--- src/rtl/inta_sequencer.sv ---
// Interrupt-acknowledge sequencer for an 8259-compatible PIC (8086 two-pulse INTA only).
// Owns INT to the CPU, freezes the resolver, sets/clears ISR bits and steers cascade/data drive.
module inta_sequencer (
  input  logic       CLK,
  input  logic       RST,
  input  logic       INTA_N,
  input  logic       INT_REQ,
  input  logic [2:0] HIGHEST_IR,
  input  logic       SNGL,
  input  logic       SP_EN,
  input  logic [7:0] ICW3,
  input  logic [4:0] ICW2_T,
  input  logic       AEOI,
  input  logic [2:0] CAS_IN,
  output logic       INT,
  output logic       FREEZE,
  output logic [7:0] ISR_SET,
  output logic [7:0] AEOI_CLR,
  output logic [2:0] CAS_OUT,
  output logic       CAS_OE,
  output logic [7:0] DATA_OUT,
  output logic       DATA_OE
);

  typedef enum logic [1:0] {StIdle, StAck1, StGap, StAck2} state_e;

  state_e     state_q, state_d;
  logic       inta_q;
  logic       fall, rise;
  logic [2:0] ir_q, ir_d;
  logic       spur_q, spur_d;
  logic       casc_q, casc_d;
  logic       drive;

  logic       int_d, freeze_d, cas_oe_d, data_oe_d;
  logic [7:0] isr_set_d, aeoi_clr_d, data_out_d;
  logic [2:0] cas_out_d;

  assign fall  = inta_q & ~INTA_N;
  assign rise  = ~inta_q & INTA_N;
  // Single mode, a master whose IR has no slave, or a slave addressed on CAS puts out the vector.
  assign drive = SNGL | (SP_EN & ~casc_q) | (~SP_EN & (CAS_IN == ICW3[2:0]));

  always_ff @(posedge CLK) begin
    if (RST) begin
      state_q <= StIdle;
    end else begin
      state_q <= state_d;
    end
  end

  always_comb begin
    state_d = state_q;
    unique case (state_q)
      StIdle: if (fall) state_d = StAck1;
      StAck1: if (rise) state_d = StGap;
      StGap:  if (fall) state_d = StAck2;
      StAck2: if (rise) state_d = StIdle;
    endcase
  end

  always_comb begin
    ir_d       = ir_q;
    spur_d     = spur_q;
    casc_d     = casc_q;
    int_d      = 1'b0;
    freeze_d   = FREEZE;
    isr_set_d  = 8'h00;
    aeoi_clr_d = 8'h00;
    cas_out_d  = CAS_OUT;
    cas_oe_d   = CAS_OE;
    data_out_d = DATA_OUT;
    data_oe_d  = DATA_OE;
    unique case (state_q)
      StIdle: begin
        int_d = INT_REQ;
        if (fall) begin
          // No request at the first pulse is spurious and answers as IR7.
          spur_d    = ~INT_REQ;
          ir_d      = INT_REQ ? HIGHEST_IR : 3'd7;
          casc_d    = ~SNGL & SP_EN & ICW3[ir_d] & INT_REQ;
          int_d     = 1'b0;
          freeze_d  = 1'b1;
          isr_set_d = INT_REQ ? (8'd1 << ir_d) : 8'h00;
          if (casc_d) begin
            cas_out_d = ir_d;
            cas_oe_d  = 1'b1;
          end
        end
      end
      StAck1: ;
      StGap: begin
        if (fall && drive) begin
          data_oe_d  = 1'b1;
          data_out_d = {ICW2_T, ir_q};
        end
      end
      StAck2: begin
        if (rise) begin
          data_oe_d  = 1'b0;
          cas_oe_d   = 1'b0;
          cas_out_d  = 3'd0;
          freeze_d   = 1'b0;
          aeoi_clr_d = (AEOI && !spur_q) ? (8'd1 << ir_q) : 8'h00;
        end
      end
    endcase
  end

  always_ff @(posedge CLK) begin
    if (RST) begin
      inta_q   <= 1'b1;
      ir_q     <= 3'd0;
      spur_q   <= 1'b0;
      casc_q   <= 1'b0;
      INT      <= 1'b0;
      FREEZE   <= 1'b0;
      ISR_SET  <= 8'h00;
      AEOI_CLR <= 8'h00;
      CAS_OUT  <= 3'd0;
      CAS_OE   <= 1'b0;
      DATA_OUT <= 8'h00;
      DATA_OE  <= 1'b0;
    end else begin
      inta_q   <= INTA_N;
      ir_q     <= ir_d;
      spur_q   <= spur_d;
      casc_q   <= casc_d;
      INT      <= int_d;
      FREEZE   <= freeze_d;
      ISR_SET  <= isr_set_d;
      AEOI_CLR <= aeoi_clr_d;
      CAS_OUT  <= cas_out_d;
      CAS_OE   <= cas_oe_d;
      DATA_OUT <= data_out_d;
      DATA_OE  <= data_oe_d;
    end
  end

endmodule

--- config.mk ---
export PLATFORM = sky130hd
export DESIGN_NAME = inta_sequencer
export DESIGN_NICKNAME = d
export VERILOG_FILES = /design/src/rtl/inta_sequencer.sv
export SDC_FILE = /design/constraint.sdc
export NUM_CORES = 1
export LEC_CHECK = 0
export BUFFER_PORTS_ARGS = -buffer_cell sky130_fd_sc_hd__buf_2
export CORE_MARGIN = 2
export CORE_UTILIZATION = 43
export CTS_BUF_LIST = sky130_fd_sc_hd__clkbuf_16
export CTS_CLUSTER_SIZE = 16
export DETAILED_ROUTE_END_ITERATION = 6
export GPL_TIMING_DRIVEN = 0
export PLACE_DENSITY_LB_ADDON = 0.25
export RECOVER_POWER = 50
export SKIP_CTS_REPAIR_TIMING = 1
export SLEW_MARGIN = 20
export SYNTH_ARGS = -nofsm -noshare
export SYNTH_HDL_FRONTEND = slang
export SYNTH_SLANG_ARGS = --single-unit
export TNS_END_PERCENT = 1
--- constraint.sdc ---
create_clock -name CLK -period 4 [get_ports CLK]
set_input_delay 0.4 -clock CLK [delete_from_list [all_inputs] [get_ports CLK]]
set_output_delay 0.4 -clock CLK [all_outputs]
set_load 0.01 [all_outputs]
Word-level counts from Yosys, hierarchy flattened
Cells that the tools add are included.

storage, ports and cells
  register bits = 39
  bits of input ports = 26
  output and inout bits = 31
  logic and storage cells = 81

cells by class
  magnitude comparators = 1
  eq/ne operators = 10
  shifts and indexed selects = 2
  mux-type cells = 20
  bitwise logic cells = 20
  reductions and logical operators = 15

operators by type and width
  operator                                                               number
  1-bit by 3-bit << shifter with 8-bit output, first input constant      2
  3-bit two-way mux                                                      4
  2-bit inequality test, second input constant                           6
  1-bit NOT                                                              11
  2-bit two-way mux                                                      4
  2-bit one-hot mux with 4 select lines                                  1
  4-bit AND reduction                                                    2
  4-bit OR reduction                                                     2
  1-bit AND                                                              7
  1-bit two-way mux                                                      6
  1-bit one-hot mux with 2 select lines                                  3
  3-bit one-hot mux with 2 select lines                                  1
  3-bit AND reduction                                                    2
  2-bit equality test, second input constant                             2
  3-bit by 4-bit < comparator with 1-bit output, second input constant   1
  2-bit AND reduction                                                    2
  2-bit nonzero test                                                     2
  1-bit binary-select mux with 3-bit select                              1
  3-bit equality test                                                    1
  3-bit OR reduction                                                     1
  2-bit by 1-bit equality test with 1-bit output, second input constant  1
  1-bit logical AND                                                      2
  2-bit zero test                                                        1
  1-bit bitwise OR                                                       2
  1-bit zero test                                                        1

Depth between registers and ports, before layout
Gate-level depths: netlist of the first run.

  depth in word-level cells = 8
  mapped depth = 6
  gate-level depth less buffers = 6

Worst setup path before layout of the first run
OpenSTA, ideal clock, no wires.

  path kind = register to register
  start = reg state_q[0]
  end = reg state_q[1]
  setup time = 0.132 ns
  arrival time = 1.293 ns
  required time = 3.868 ns
  path slack = 2.574 ns
  cell stages (with the launch flop) = 6
  buffers on the path = 0
  clock period less this slack = 1.426 ns
  cells stage by stage = dfxtp_1 -> ha_1 -> or2_2 -> a211oi_1 -> or3_1 -> a21oi_1

on the way
  cells in the longest elaborated chain, start to end = 3
  elaborated cells on any way between the ends = 10
  classes of those cells = 7 x eq/ne; 1 x mux; 2 x reduce/logical

ends and longest elaborated chain
  item                                                                          RTL line  RTL
  start: declaration                                                            27        state_e state_q, state_d;
  start signal: assignment                                                      46        state_q <= StIdle;
  start signal: assignment                                                      48        state_q <= state_d;
  2-bit by 1-bit equality test with 1-bit output, or another cell as far along  54        unique case (state_q)
  2-bit inequality test (no line)                                               -
  4-bit AND reduction (no line)                                                 -

Several ways; a longest one is shown, not always the timed one.
A chain may end at the register's enable or synchronous reset.

Worst setup path in the final report of the first run
Ends and elaborated chain as after synthesis.

==> results of run 1 <==
flip-flops by register name, summed over array words and instances, names as in the netlist:
register / count
FREEZE: 1
INT: 1
casc_q: 1
DATA_OUT: 8
ir_q: 3
state_q: 2
ISR_SET: 8
CAS_OE: 1
inta_q: 1
spur_q: 1
AEOI_CLR: 8
DATA_OE: 1
CAS_OUT: 3
area by class of cell:
type / count / share of cell area
inverter: 3 / 0.005389
clock buffer: 5 / 0.05988
clock inverter: 3 / 0.007186
multi-input combinational: 124 / 0.3958
timing repair buffer: 55 / 0.1126
tap: 48 / 0.02874
buffer: 6 / 0.01677
sequential: 39 / 0.3737
placed cells by master, fill, tap and decap left out, types with 2 or more instances in the layout:
master / netlist / routed
o21ai_0: 3 / 3
clkbuf_1: 3 / 35
clkbuf_16: 0 / 5
mux2i_1: 15 / 15
nor3_1: 4 / 4
nand2_1: 8 / 8
or2_2: 4 / 4
nand2b_1: 25 / 25
dfxtp_1: 39 / 39
nor2_1: 20 / 21
ha_1: 4 / 4
xor2_1: 3 / 3
nand3_1: 2 / 2
a21oi_1: 4 / 4
a211oi_1: 5 / 5
clkinv_1: 0 / 2
inv_1: 3 / 3
buf_2: 1 / 24
nor2b_1: 6 / 6
nand3b_1: 3 / 3
worst max path at each step:
| stage | endpoint | slack, ns | startpoint |
|---|---|---|---|
| CTS | AEOI_CLR[0] | 2.41 | state_q[0] |
| floorplan | state_q[1] | 2.57 | state_q[0] |
| global placement | DATA_OUT[6] | 2.31 | ICW3[2] |
| detailed placement | DATA_OUT[1] | 2.31 | ICW3[2] |
| global route | AEOI_CLR[0] | 2.20 | state_q[0] |
| finish | state_q[1] | 2.42 | state_q[0] |
metal layers:
layer	track usage	vias to the layer above	routed length, um
met2	0.2816	27	1550
met5	0	-	0
li1	-	704	-
met3	0.03578	7	157
met4	0.1071	0	87
met1	0.2119	621	1512
per-stage QoR:
step	util	power, mW	cell area (um^2)	cells
global placement	0.5400	0.5490	1992	275
global route	0.5665	0.9577	2090	283
floorplan	-	0.5105	1657	172
CTS	0.5780	0.9259	2132	283
finish	0.5665	0.9152	2090	283
detailed placement	0.5400	0.5511	1992	275
critical path: cells and delay by family (launching register included):
kind / cells / cell delay, ns
AND/OR/NAND/NOR: 2 / 0.48
flip-flops: 1 / 0.34
adder cells (fa/ha/maj): 1 / 0.27
AO/OA/AOI/OAI: 2 / 0.37
power by group:
part	switching [mW]	total, mW	leakage (nW)	internal [mW]
logic	0.0655	0.121	0.431	0.0556
clock network	0.148	0.374	0.0649	0.226
registers	0.0137	0.420	0.316	0.406
total	0.228	0.915	0.812	0.688
logic make-up (layout without fill, tap and decap cells):
logic type,Yosys count,count (layout),synth area share
xor gates and xnor gates,3,3,0.01586
and+or+nand+nor,82,82,0.2772
muxes,15,15,0.09063
DFF,39,39,0.4713
AOI/OAI and AO/OA,20,20,0.08686
buffers and inverters,9,72,0.02794
adders and majority gates,4,4,0.03021
==> run_summary.xml, run 1 <==
<?xml version="1.0" encoding="UTF-8"?>
<metrics>
  <group name="job">
    <metric name="maxCapViolations" unit="">0</metric>
  </group>
  <group name="setup_path">
    <metric name="worst_ep_required_time" unit="ns">4.15</metric>
    <metric name="critical_path.slowest_cell" unit="">dfxtp_1</metric>
    <metric name="cp_max_fo" unit="">5</metric>
    <metric name="crit_path_max_incr_delay" unit="ns">0.34</metric>
    <metric name="reg2reg_to" unit="">state_q[1]</metric>
    <metric name="ff2ff_path_depth" unit="">5</metric>
    <metric name="cp-start-kind" unit="">flop</metric>
    <metric name="path_cells" unit="">ha_1, or2_2, a211oi_1, or3_1, a21oi_1</metric>
    <metric name="timing_worst_setup_path_type" unit="">flop to flop</metric>
    <metric name="cp-end-kind" unit="">flop</metric>
    <metric name="regToRegStartpoint" unit="">state_q[0]</metric>
    <metric name="ff2ff_setup_slack" unit="ns">2.42</metric>
    <metric name="worst-endpoint-arrival" unit="ns">1.73</metric>
  </group>
  <group name="logic_synthesis">
    <metric name="synth_largest_area_cell" unit="">dfxtp_1</metric>
    <metric name="synthesis.yosys.warnings" unit="">0</metric>
    <metric name="synthTopCellsByCount" unit="">39 x dfxtp_1, 25 x nand2b_1, 20 x nor2_1</metric>
    <metric name="synth_edf_count" unit="">0</metric>
    <metric name="mapped_nets" unit="">202</metric>
    <metric name="dominantRegCellSynth" unit="">dfxtp_1</metric>
    <metric name="synth-seq-cells" unit="">39</metric>
    <metric name="netlist-cell-type-count" unit="">38</metric>
    <metric name="synth_top_area_share" unit="">0.4713</metric>
    <metric name="synthesis.area" unit="mm^2">0.001657</metric>
    <metric name="synth_seq_area_share" unit="">0.4713</metric>
    <metric name="syn-mean-instance-area" unit="um^2">9.631</metric>
    <metric name="netlist_top_cells_area" unit="">dfxtp_1 47%, nand2b_1 9.4%, mux2i_1 9.1%</metric>
    <metric name="synthArstFlopShare" unit="">0</metric>
    <metric name="synthMostInstantiatedCell" unit="">dfxtp_1</metric>
    <metric name="synthesis.instances" unit="">172</metric>
  </group>
  <group name="power">
    <metric name="static-leakage-power" unit="nW">0.8121</metric>
    <metric name="power_per_cell_area" unit="mW/mm^2">438.0</metric>
    <metric name="irDropWorstVdd" unit="mV">0.2126</metric>
  </group>
  <group name="clocking">
    <metric name="root_buffer" unit="">clkbuf_16</metric>
    <metric name="cts-buffers-inserted" unit="">5</metric>
    <metric name="ctsLongestPathBuffers" unit="">2</metric>
    <metric name="h-tree-depth" unit="">2</metric>
    <metric name="clock-sinks" unit="">39</metric>
    <metric name="clk_transition_reported_paths" unit="ns">0.06</metric>
    <metric name="insertion_delay" unit="ns">0.28</metric>
    <metric name="tritoncts" unit="">built</metric>
  </group>
  <group name="final_layout">
    <metric name="diodes" unit="">0</metric>
    <metric name="multi_input_area" unit="um^2">827.0</metric>
    <metric name="layout-drive-gt1-share" unit="">0.1745</metric>
    <metric name="layout.area.seq" unit="um^2">780.7</metric>
    <metric name="layout.nets" unit="">264</metric>
    <metric name="layout-area-overhead-vs-synth" unit="%">26.13</metric>
    <metric name="fill_cells" unit="">353</metric>
  </group>
  <group name="worst_hold_path">
    <metric name="end_of_the_worst_hold_path" unit="">ISR_SET[0]</metric>
    <metric name="holdCritPathClass" unit="">input pin to flop</metric>
    <metric name="min_path_cells" unit="">2</metric>
    <metric name="hold_path.startpoint" unit="">HIGHEST_IR[0]</metric>
  </group>
  <group name="global_route">
    <metric name="grt_max_degree" unit="">13</metric>
    <metric name="grt_first_pass_wirelength" unit="mm">5.637</metric>
    <metric name="grt_antenna_before_repair" unit="">0</metric>
    <metric name="grt_util_all_layers" unit="">0.1744</metric>
    <metric name="grt_remaining_overflow" unit="">0</metric>
    <metric name="first_global_vias" unit="">1273</metric>
  </group>
  <group name="timing">
    <metric name="final_min_period_over_clock_period" unit="">0.3945</metric>
    <metric name="relSlewSlack" unit="">0.7103</metric>
    <metric name="grt_setup_unrepaired" unit="">no</metric>
    <metric name="max_freq" unit="MHz">633.7</metric>
    <metric name="min_period" unit="ns">1.578</metric>
    <metric name="fin_tns_setup" unit="ns">0</metric>
    <metric name="worst_slack" unit="ns">2.422</metric>
    <metric name="fin_worst_hold_slack" unit="ns">0.3460</metric>
    <metric name="final_hold_viol_count" unit="">0</metric>
    <metric name="worst_slew_pin_slew" unit="ns">0.4346</metric>
    <metric name="setup_viol_count_final" unit="">0</metric>
    <metric name="finalMaxSlewViolations" unit="">0</metric>
    <metric name="fin_skew" unit="ns">0.003252</metric>
  </group>
  <group name="routing">
    <metric name="firstDrtPassIters" unit="">4</metric>
    <metric name="post_drt_wl_per_cell" unit="um">11.69</metric>
    <metric name="antenna_violating_nets_post_route" unit="">0</metric>
    <metric name="viasPerCell" unit="">4.802</metric>
    <metric name="dr_total_vias" unit="">1359</metric>
    <metric name="drt-initial-drc-count" unit="">40</metric>
    <metric name="route.detailed.drc" unit="">0</metric>
    <metric name="wl" unit="mm">3.307</metric>
  </group>
  <group name="placement">
    <metric name="place.detailed.hpwl" unit="mm">2.475</metric>
    <metric name="placement.io_buffers" unit="">55</metric>
    <metric name="finalWeightedCongestion" unit="">0.8148</metric>
    <metric name="dp_worst_setup_slack" unit="ns">2.307</metric>
  </group>
  <group name="die">
    <metric name="die_area" unit="mm^2">0.004365</metric>
    <metric name="fp-row-count" unit="">22</metric>
    <metric name="coreArea" unit="mm^2">0.003689</metric>
    <metric name="floorplan.initialDensity" unit="">0.4491</metric>
    <metric name="die_y" unit="um">66.07</metric>
    <metric name="chipWidth" unit="um">66.07</metric>
    <metric name="io_pins" unit="">57</metric>
  </group>
  <group name="run_status">
    <metric name="status" unit="">finished, final reports clean</metric>
  </group>
</metrics>
Power figures use the tool's default switching activity.
==> run 2: changes to the inputs <==
==> constraint.sdc (replaced) <==
create_clock -name CLK -period 1.5 [get_ports CLK]
set_input_delay 0.15 -clock CLK [delete_from_list [all_inputs] [get_ports CLK]]
set_output_delay 0.15 -clock CLK [all_outputs]
set_load 0.01 [all_outputs]
==> run_summary.xml, run 2 (synthesis gave the netlist of run 1 again) <==
<?xml version="1.0" encoding="UTF-8"?>
<metrics>
  <group name="clocking">
    <metric name="h-tree-depth" unit="">2</metric>
    <metric name="tritoncts" unit="">built</metric>
    <metric name="root_buffer" unit="">clkbuf_16</metric>
    <metric name="cts-buffers-inserted" unit="">5</metric>
    <metric name="clock-sinks" unit="">39</metric>
    <metric name="clk_transition_reported_paths" unit="ns">0.06</metric>
    <metric name="ctsLongestPathBuffers" unit="">2</metric>
    <metric name="insertion_delay" unit="ns">0.28</metric>
  </group>
  <group name="routing">
    <metric name="wl" unit="mm">3.358</metric>
    <metric name="route.detailed.drc" unit="">0</metric>
    <metric name="dr_total_vias" unit="">1380</metric>
    <metric name="firstDrtPassIters" unit="">4</metric>
    <metric name="viasPerCell" unit="">4.842</metric>
    <metric name="dr.max_layer_used" unit="">met4</metric>
    <metric name="drt-initial-drc-count" unit="">30</metric>
    <metric name="post_drt_wl_per_cell" unit="um">11.78</metric>
    <metric name="wl_met3" unit="um">154</metric>
    <metric name="route.met2.wl" unit="mm">1.633</metric>
    <metric name="wl_met1" unit="mm">1.483</metric>
    <metric name="antenna_violating_nets_post_route" unit="">0</metric>
  </group>
  <group name="power">
    <metric name="static-leakage-power" unit="nW">0.8495</metric>
    <metric name="power.switching_fraction" unit="">0.2518</metric>
    <metric name="p_int" unit="mW">1.875</metric>
    <metric name="combinationalPowerShare" unit="">0.150</metric>
    <metric name="power_per_cell_area" unit="mW/mm^2">1149</metric>
    <metric name="power.share.sequential" unit="">0.452</metric>
    <metric name="irDropWorstVdd" unit="mV">0.6680</metric>
    <metric name="p_clk_frac" unit="">0.398</metric>
    <metric name="power.net_switching" unit="mW">0.6312</metric>
  </group>
  <group name="final_layout">
    <metric name="layout_common_cells" unit="">37 x dfxtp_1, 30 x clkbuf_1, 28 x buf_2, 24 x nand2b_1, 20 x nor2_1</metric>
    <metric name="diodes" unit="">0</metric>
    <metric name="fill_cells" unit="">344</metric>
    <metric name="leading_registers_by_flop_count" unit="">AEOI_CLR x8, DATA_OUT x8, ISR_SET x8</metric>
    <metric name="layout.nets" unit="">266</metric>
    <metric name="layout-drive-gt1-share" unit="">0.2532</metric>
    <metric name="final_common_cell" unit="">dfxtp_1</metric>
    <metric name="layout-area-overhead-vs-synth" unit="%">31.65</metric>
    <metric name="final_cells" unit="">285</metric>
  </group>
  <group name="global_route">
    <metric name="first_global_vias" unit="">1273</metric>
    <metric name="grt_util_all_layers" unit="">0.1744</metric>
    <metric name="grt_remaining_overflow" unit="">0</metric>
    <metric name="grt_first_pass_wirelength" unit="mm">5.637</metric>
    <metric name="grt_antenna_before_repair" unit="">0</metric>
    <metric name="grt_max_degree" unit="">13</metric>
  </group>
  <group name="timing">
    <metric name="fin_skew" unit="ns">0.005070</metric>
    <metric name="grt_setup_unrepaired" unit="">yes</metric>
    <metric name="min_period" unit="ns">1.482</metric>
    <metric name="fin_worst_hold_slack" unit="ns">0.09364</metric>
    <metric name="finalMaxSlewViolations" unit="">0</metric>
    <metric name="worst_slew_pin_slew" unit="ns">0.4389</metric>
    <metric name="final_hold_viol_count" unit="">0</metric>
    <metric name="setup_viol_count_final" unit="">0</metric>
    <metric name="final_min_period_over_clock_period" unit="">0.9878</metric>
    <metric name="relSlewSlack" unit="">0.7074</metric>
    <metric name="max_freq" unit="MHz">674.9</metric>
  </group>
  <group name="setup_path">
    <metric name="cp-end-kind" unit="">flop</metric>
    <metric name="timing_worst_setup_path_type" unit="">flop to flop</metric>
    <metric name="cp_max_fo" unit="">3</metric>
    <metric name="worst_ep_required_time" unit="ns">1.65</metric>
    <metric name="cp-start-kind" unit="">flop</metric>
    <metric name="worst-endpoint-arrival" unit="ns">1.63</metric>
  </group>
  <group name="worst_hold_path">
    <metric name="holdCritPathClass" unit="">input pin to flop</metric>
  </group>
  <group name="placement">
    <metric name="dp_cells" unit="">275</metric>
    <metric name="finalWeightedCongestion" unit="">0.8148</metric>
    <metric name="place.detailed.hpwl" unit="mm">2.475</metric>
    <metric name="placement.io_buffers" unit="">55</metric>
  </group>
  <group name="die">
    <metric name="fp-row-count" unit="">22</metric>
    <metric name="floorplan.initialDensity" unit="">0.4491</metric>
    <metric name="coreArea" unit="mm^2">0.003689</metric>
    <metric name="die_y" unit="um">66.07</metric>
    <metric name="die_area" unit="mm^2">0.004365</metric>
    <metric name="io_pins" unit="">57</metric>
    <metric name="chipWidth" unit="um">66.07</metric>
  </group>
  <group name="job">
    <metric name="maxCapViolations" unit="">0</metric>
  </group>
  <group name="run_status">
    <metric name="status" unit="">finished, final reports clean</metric>
  </group>
</metrics>
[run 2: final timing paths]
kind         slack [ns]  cells past startpoint           from    endpoint
max                0.02                      6     state_q[1]  state_q[0]
min                0.09                      2  HIGHEST_IR[0]  ISR_SET[4]
max reg2reg        0.02                      6     state_q[1]  state_q[0]
min reg2reg        0.44                      2         CAS_OE      CAS_OE
[run 2: critical path, stage by stage, from the launching register on]
cell,delay [ns]
dfxtp_4,0.37
inv_2,0.06
ha_1,0.17
or2_4,0.25
a211oi_2,0.29
nand2b_4,0.17
a21oi_1,0.05
[run 2: per-stage QoR]
stage          setup WS [ns]  total power [mW]  cell area [um^2]    util  TNS (ns)
2_1_floorplan        0.07435             1.361              1657       -         0
3_3_place_gp        -0.07145             1.464              1992  0.5400   -0.3487
3_5_place_dp        -0.06198             1.470              1992  0.5400   -0.2540
4_1_cts             -0.08751             2.469              2132  0.5780   -0.5216
5_1_grt             -0.03627             2.621              2181  0.5912   -0.2270
6_report             0.01831             2.507              2181  0.5912         0
[run 2: power by group through the flow]
stage	combinational, mW	clock [mW]	sequential [mW]
floorplan	0.217	0	1.14
global placement	0.323	0	1.14
detailed placement	0.329	0	1.14
CTS	0.333	1.02	1.12
global route	0.423	1.06	1.14
finish	0.375	0.998	1.13
[run 2: routing by layer]
layer,vias to the layer above,track usage
met5,-,0
met4,0,0.1071
met3,7,0.03578
met2,29,0.2816
met1,632,0.2119
li1,712,-
[run 2: layout make-up]
cell class / instances / area, um^2 / area share
buffer: 6 / 37.54 / 0.01721
tap: 48 / 60.06 / 0.02754
timing repair buffer: 57 / 256.5 / 0.1176
clock inverter: 3 / 15.01 / 0.006885
inverter: 3 / 11.26 / 0.005164
clock buffer: 5 / 125.1 / 0.05737
sequential: 39 / 788.3 / 0.3614
multi-input combinational: 124 / 887.1 / 0.4068
